===== config.mk =====
export PLATFORM = sky130hd
export DESIGN_NAME = range_text_parser
export DESIGN_NICKNAME = d
export VERILOG_FILES = /design/src/rtl/range_text_parser.sv
export SDC_FILE = /design/constraint.sdc
export NUM_CORES = 1
export LEC_CHECK = 0
export BUFFER_PORTS_ARGS = -buffer_cell sky130_fd_sc_hd__buf_4
export CORE_MARGIN = 5
export CORE_UTILIZATION = 58
export DETAILED_ROUTE_END_ITERATION = 8
export GPL_ROUTABILITY_DRIVEN = 0
export PLACE_DENSITY = 0.78
export SLEW_MARGIN = 30
export SYNTH_ARGS = -nofsm -noshare
export SYNTH_HDL_FRONTEND = slang
export SYNTH_SLANG_ARGS = --single-unit

===== constraint.sdc =====
create_clock -name clk -period 12.85 [get_ports clk]
set_input_delay 0.6425 -clock clk [delete_from_list [all_inputs] [get_ports clk]]
set_output_delay 0.6425 -clock clk [all_outputs]
set_load 0.01 [all_outputs]

===== src/rtl/range_text_parser.sv =====
// ASCII "low-high\n" / "id\n" stream parser feeding the range FIFO and the ID query stream.
// Optional macro STRICT_CHARSET_EN: an illegal character ends parsing (S_DONE) instead of being dropped.
module range_text_parser #(
    parameter int ADDR_W = 17,
    parameter int CNT_W  = 16
) (
    input  logic              clk,
    input  logic              rst,
    input  logic              byte_valid,
    input  logic [7:0]        byte_data,
    input  logic              byte_last,
    output logic              byte_ready,
    input  logic              fifo_ready,
    output logic              wr_en,
    output logic [ADDR_W-1:0] range_low,
    output logic [ADDR_W-1:0] range_high,
    output logic              range_fresh,
    output logic              id_valid,
    output logic [ADDR_W-1:0] id_value,
    input  logic              id_ready,
    output logic [CNT_W-1:0]  range_count,
    output logic [CNT_W-1:0]  id_count,
    output logic              parse_err,
    output logic              done
);
    // Handshakes: a byte moves when byte_valid & byte_ready; an ID moves when id_valid & id_ready;
    // a range moves on the single wr_en cycle, which only occurs while fifo_ready is high.
    typedef enum logic [2:0] {S_LOW, S_HIGH, S_ID, S_EMIT_R, S_EMIT_ID, S_DONE} state_t;

    localparam logic [ADDR_W+3:0] MAX_V = {4'b0, {ADDR_W{1'b1}}};

    state_t            state, state_n;
    logic [ADDR_W-1:0] acc_a, acc_a_n, acc_b, acc_b_n;
    logic              seen, seen_n, last_seen, last_n;
    logic              err_set, illegal, latch_r, latch_id, range_inc, id_inc;
    logic              is_digit, is_nl, is_dash, is_cr;
    logic [ADDR_W+3:0] mac_wide;
    logic [ADDR_W-1:0] mac_val;
    logic              mac_ovf;

    assign is_digit = (byte_data >= 8'h30) && (byte_data <= 8'h39);
    assign is_nl    = (byte_data == 8'h0A);
    assign is_dash  = (byte_data == 8'h2D);
    assign is_cr    = (byte_data == 8'h0D);

    // acc_a holds the low bound or the ID, acc_b the high bound.
    assign mac_wide = {4'b0, (state == S_HIGH) ? acc_b : acc_a} * (ADDR_W+4)'(10)
                    + {{ADDR_W{1'b0}}, byte_data[3:0]};
    assign mac_ovf  = mac_wide > MAX_V;
    assign mac_val  = mac_ovf ? {ADDR_W{1'b1}} : mac_wide[ADDR_W-1:0];

    assign byte_ready  = !rst && (state == S_LOW || state == S_HIGH || state == S_ID);
    assign wr_en       = !rst && (state == S_EMIT_R) && fifo_ready;
    assign id_valid    = (state == S_EMIT_ID);
    assign done        = (state == S_DONE);
    assign range_fresh = 1'b1;

    always_comb begin
        state_n   = state;
        acc_a_n   = acc_a;
        acc_b_n   = acc_b;
        seen_n    = seen;
        last_n    = last_seen;
        err_set   = 1'b0;
        illegal   = 1'b0;
        latch_r   = 1'b0;
        latch_id  = 1'b0;
        range_inc = 1'b0;
        id_inc    = 1'b0;
        case (state)
            S_LOW, S_HIGH, S_ID: begin
                if (byte_valid) begin
                    if (!is_cr) begin
                        if (is_digit) begin
                            if (state == S_HIGH) acc_b_n = mac_val;
                            else                 acc_a_n = mac_val;
                            seen_n  = 1'b1;
                            err_set = mac_ovf;
                        end else if (state == S_LOW) begin
                            if (is_dash && seen) begin
                                state_n = S_HIGH;
                                seen_n  = 1'b0;
                            end else if (is_nl && !seen) begin
                                state_n = S_ID;
                            end else begin
                                illegal = 1'b1;
                                if (is_nl) begin
                                    acc_a_n = '0;
                                    seen_n  = 1'b0;
                                end
                            end
                        end else if (state == S_HIGH) begin
                            if (is_nl && seen) begin
                                latch_r = 1'b1;
                                state_n = S_EMIT_R;
                            end else begin
                                illegal = 1'b1;
                            end
                        end else begin
                            if (is_nl && seen) begin
                                latch_id = 1'b1;
                                state_n  = S_EMIT_ID;
                            end else if (!is_nl) begin
                                illegal = 1'b1;
                            end
                        end
                    end
                    if (illegal) begin
                        err_set = 1'b1;
`ifdef STRICT_CHARSET_EN
                        state_n = S_DONE;
`endif
                    end
                    // End of stream is resolved against the state the byte itself produced.
                    if (byte_last && state_n != S_DONE) begin
                        last_n = 1'b1;
                        if (state_n == S_ID && seen_n) begin
                            latch_id = 1'b1;
                            state_n  = S_EMIT_ID;
                        end else if (state_n == S_HIGH || (state_n == S_LOW && seen_n)) begin
                            err_set = 1'b1;
                            state_n = S_DONE;
                        end else if (state_n != S_EMIT_R && state_n != S_EMIT_ID) begin
                            state_n = S_DONE;
                        end
                    end
                end
            end
            S_EMIT_R: begin
                if (fifo_ready) begin
                    range_inc = 1'b1;
                    acc_a_n   = '0;
                    acc_b_n   = '0;
                    seen_n    = 1'b0;
                    state_n   = last_seen ? S_DONE : S_LOW;
                end
            end
            S_EMIT_ID: begin
                if (id_ready) begin
                    id_inc  = 1'b1;
                    acc_a_n = '0;
                    seen_n  = 1'b0;
                    state_n = last_seen ? S_DONE : S_ID;
                end
            end
            default: ;
        endcase
    end

    always_ff @(posedge clk) begin
        if (rst) begin
            state       <= S_LOW;
            acc_a       <= '0;
            acc_b       <= '0;
            seen        <= 1'b0;
            last_seen   <= 1'b0;
            range_low   <= '0;
            range_high  <= '0;
            id_value    <= '0;
            range_count <= '0;
            id_count    <= '0;
            parse_err   <= 1'b0;
        end else begin
            state     <= state_n;
            acc_a     <= acc_a_n;
            acc_b     <= acc_b_n;
            seen      <= seen_n;
            last_seen <= last_n;
            if (err_set) parse_err <= 1'b1;
            // Swapped bounds keep the downstream address walk finite.
            if (latch_r) begin
                if (acc_a > acc_b) begin
                    range_low  <= acc_b;
                    range_high <= acc_a;
                end else begin
                    range_low  <= acc_a;
                    range_high <= acc_b;
                end
            end
            if (latch_id) id_value <= acc_a_n;
            if (range_inc && range_count != {CNT_W{1'b1}}) range_count <= range_count + CNT_W'(1);
            if (id_inc && id_count != {CNT_W{1'b1}}) id_count <= id_count + CNT_W'(1);
        end
    end
endmodule

==> impl_metrics.json <==
{
  "numPortBuffers": 101,
  "ir_worst_vdd_mv": 0.0780,
  "synth_compound_area_share_pct": 21.2,
  "grt_pass1_wl_um": 33600,
  "cts_made_buffers": 17,
  "synth_cell_types": 75,
  "relSlewSlack_pct": 38.6,
  "worst_pin_slew_ns": 0.922,
  "fin_crit_sh_pct": 48.3,
  "clockBufferDepth": 2,
  "drv_slew": 0,
  "dp_hpwl_um": 14900,
  "dieWidth_um": 125,
  "min_path_type": "reg2reg",
  "r2r_slack_ns": 6.65,
  "finalNetCount": 1076,
  "dr.pass1.iters": 5,
  "drtIter0Drc": 646,
  "syn_area_um2": 7690,
  "path_class": "reg2reg",
  "rows": 42,
  "ys_ff_latch": 123,
  "dp_worst_setup_slack_ns": 6.81,
  "seqCellArea_um2": 2460,
  "cts.repair_timing.setup_buffer_count": 0,
  "finalSetupViolCount": 0,
  "outcome": "complete, no violations",
  "path_max_fanout": 24,
  "setup_slack_ns": 6.65,
  "min_from": "parse_err",
  "synth_top_flop_cell": "dfxtp_1",
  "antenna_found_initial": 0,
  "core-area_um2": 13100,
  "cts_root_buffer": "clkbuf_16",
  "start_util_pct": 58.5,
  "drc": 0,
  "synth_mux_area_share_pct": 7.24,
  "p_leak_nw": 3.70,
  "crit-reg2reg-capture": "id_value[3]",
  "num_vias": 7239,
  "fin_worst_skew_ns": 0.00649,
  "yosysSeqAreaShare_pct": 32.0,
  "ios": 103,
  "cts_resized": 0,
  "synth_top_family_by_area": "compound AO/OA/AOI/OAI gates",
  "grt_overflow": 0,
  "grt_pass1_vias": 6724,
  "synth_edf_count": 0,
  "arrival_ns": 6.50,
  "die-height_um": 125,
  "postSynthAreaPerCell_um2": 8.21,
  "syn_nets": 1000,
  "clkLatencyLatePin_ns": 0.42,
  "startpoint_type": "flop",
  "drive_gt1_share_pct": 17.0,
  "clkSinkCount": 123,
  "grt_max_degree": 90,
  "p_per_area_nw_per_um2": 109,
  "fmax_mhz": 161,
  "reg2reg_depth": 18,
  "post-route-min-period_ns": 6.20,
  "drv_cap": 0,
  "hold_viol_final": 0,
  "rsz0062_at_grt": "false",
  "ys_warn_count": 0,
  "detail_route.vias_per_cell": 6.03,
  "mostFrequentLayoutCells": "nor2_1, dfxtp_1, buf_4, nand2_1, a21oi_1",
  "diodes": 0,
  "holdBufCountCts": 0,
  "end_kind": "flop",
  "clkTransAtPathRegs_ns": 0.06,
  "final_common_cell": "nor2_1",
  "cts_tree": "built",
  "tns_ns": 0,
  "postRouteAntennaNets": 0,
  "grt_usage_pct": 25.5,
  "cp.required_ns": 13.14,
  "total_power_w": 0.000995,
  "syn2layout_area_growth_pct": 19.2,
  "synthSimpleGateAreaFrac_pct": 20.8,
  "ctsHtreeMaxLevel": 4,
  "fill_cells": 1087,
  "multiInputGateArea_um2": 4910,
  "totalWireLength_um": 20500,
  "endpoint": "id_value[3]",
  "dieArea_um2": 15700,
  "async_reset_ff_share_pct": 0,
  "reg2reg_from": "state[0]",
  "wl_per_cell_um": 17.1,
  "synth_xor_area_share_pct": 5.92,
  "critPathLaunch": "state[0]",
  "syn_inst": 936,
  "synth_fa_ha_area_share_pct": 8.33
}
[Yosys cell counts, types with 3 or more instances]
cell type  instances  area share (%)
and4_1             5            0.57
nand2_1           67             3.3
a21oi_1           67             4.4
nand4_1           10            0.81
a2111o_1           3            0.44
a211oi_1          42             4.1
o21ai_0           52             3.4
or3_1             13             1.1
nor4_1             3            0.24
nor2_1           131             6.4
a311o_1            4            0.52
nor3_1            13            0.85
nor3b_1            7            0.68
nor4b_1            3            0.34
nand3b_1          10            0.98
nand2b_1           8            0.65
a311oi_1           8            0.91
ha_1              48             7.8
nand3_1           16             1.0
xnor2_1           23             2.6
a21o_1            24             2.3
clkbuf_1          44             2.1
nor2b_1            5            0.41
nand4b_1           3            0.34
and2_1             4            0.33
mux2i_1           41             5.3
dfxtp_1          123              32
o31ai_1            6            0.59
a211o_1            4            0.46
inv_1             41             2.0
xor2_1            29             3.3
mux2_2            13             1.9
and3_1            11            0.90
or2_2              5            0.41
o211ai_1           4            0.39
[worst max-delay path, stage by stage, from the launching register on]
cell and delay (ns):
dfxtp_1 0.51, nand2b_1 0.18, nor2_4 0.55, mux2_2 0.44, ha_1 0.28, ha_1 0.24
inv_1 0.09, fa_1 0.42, nor2b_1 0.16, o2111ai_1 0.17, a211o_1 0.36, a32oi_1 0.33
nand2_1 0.16, or4_1 0.54, o41ai_2 0.32, a22oi_2 0.18, or2_1 0.52, a2111oi_2 0.48
o31ai_1 0.13
[how the worst min path moves through the flow]
stage,end,slack (ns),depth (start not counted)
finish,parse_err,0.45,2
global route,parse_err,0.50,2
CTS,id_value[16],0.46,2
detailed placement,parse_err,0.45,2
global placement,parse_err,0.44,2
floorplan,last_seen,0.45,2
[per-layer routing]
metal | vias up | share of wire (%) | routed length [µm] | GRT usage [%]
met5 | - | 0 | 0 | 0
met1 | 3405 | 46 | 9340 | 35.7
met4 | 0 | 2.0 | 416 | 7.21
li1 | 3517 | - | - | -
met3 | 42 | 7.3 | 1500 | 5.46
met2 | 275 | 45 | 9230 | 39.8
[state kept, by name (all words and copies together) (netlist names)]
signal       count
acc_b           17
parse_err        1
acc_a           17
state            3
range_count     16
id_count        16
id_value        17
seen             1
range_high      17
range_low       17
last_seen        1
[through the flow]
stage	instances	hold WS (ns)	util, %	instance area [µm²]
6_report	1201	0.455	69.8	9170
5_1_grt	1201	0.497	69.8	9170
4_1_cts	1201	0.455	69.7	9150
3_5_place_dp	1169	0.445	65.1	8550
3_3_place_gp	1168	0.437	64.8	8510
2_1_floorplan	936	0.447	-	7690
[cells by family (layout without fill, tap and decap cells)]
kind of cell | after synthesis | in the layout
flip-flops | 123 | 123
multiplexers | 54 | 54
AND/OR/NAND/NOR | 325 | 325
buffers and inverters | 89 | 178
AO/OA/AOI/OAI | 242 | 242
adder cells (fa/ha/maj) | 50 | 50
XOR/XNOR | 52 | 52
other | 1 | 1
[area by class of cell]
class                   instances  share of cell area [%]
clock inverters                13                    1.79
well taps                     176                    2.40
multi-input cells             724                    53.6
repair buffers                105                    8.82
clock buffers                  19                    4.83
flip-flops and latches        123                    26.9
inverters                      41                    1.68
[power by group]
group	switching (W)	leakage, nW	internal [W]
clock network	0.000183	0.294	0.000311
registers	0.00000663	0.991	0.000385
logic	0.0000664	2.42	0.0000429
total	0.000256	3.70	0.000739
Power figures use the tool's default switching activity.
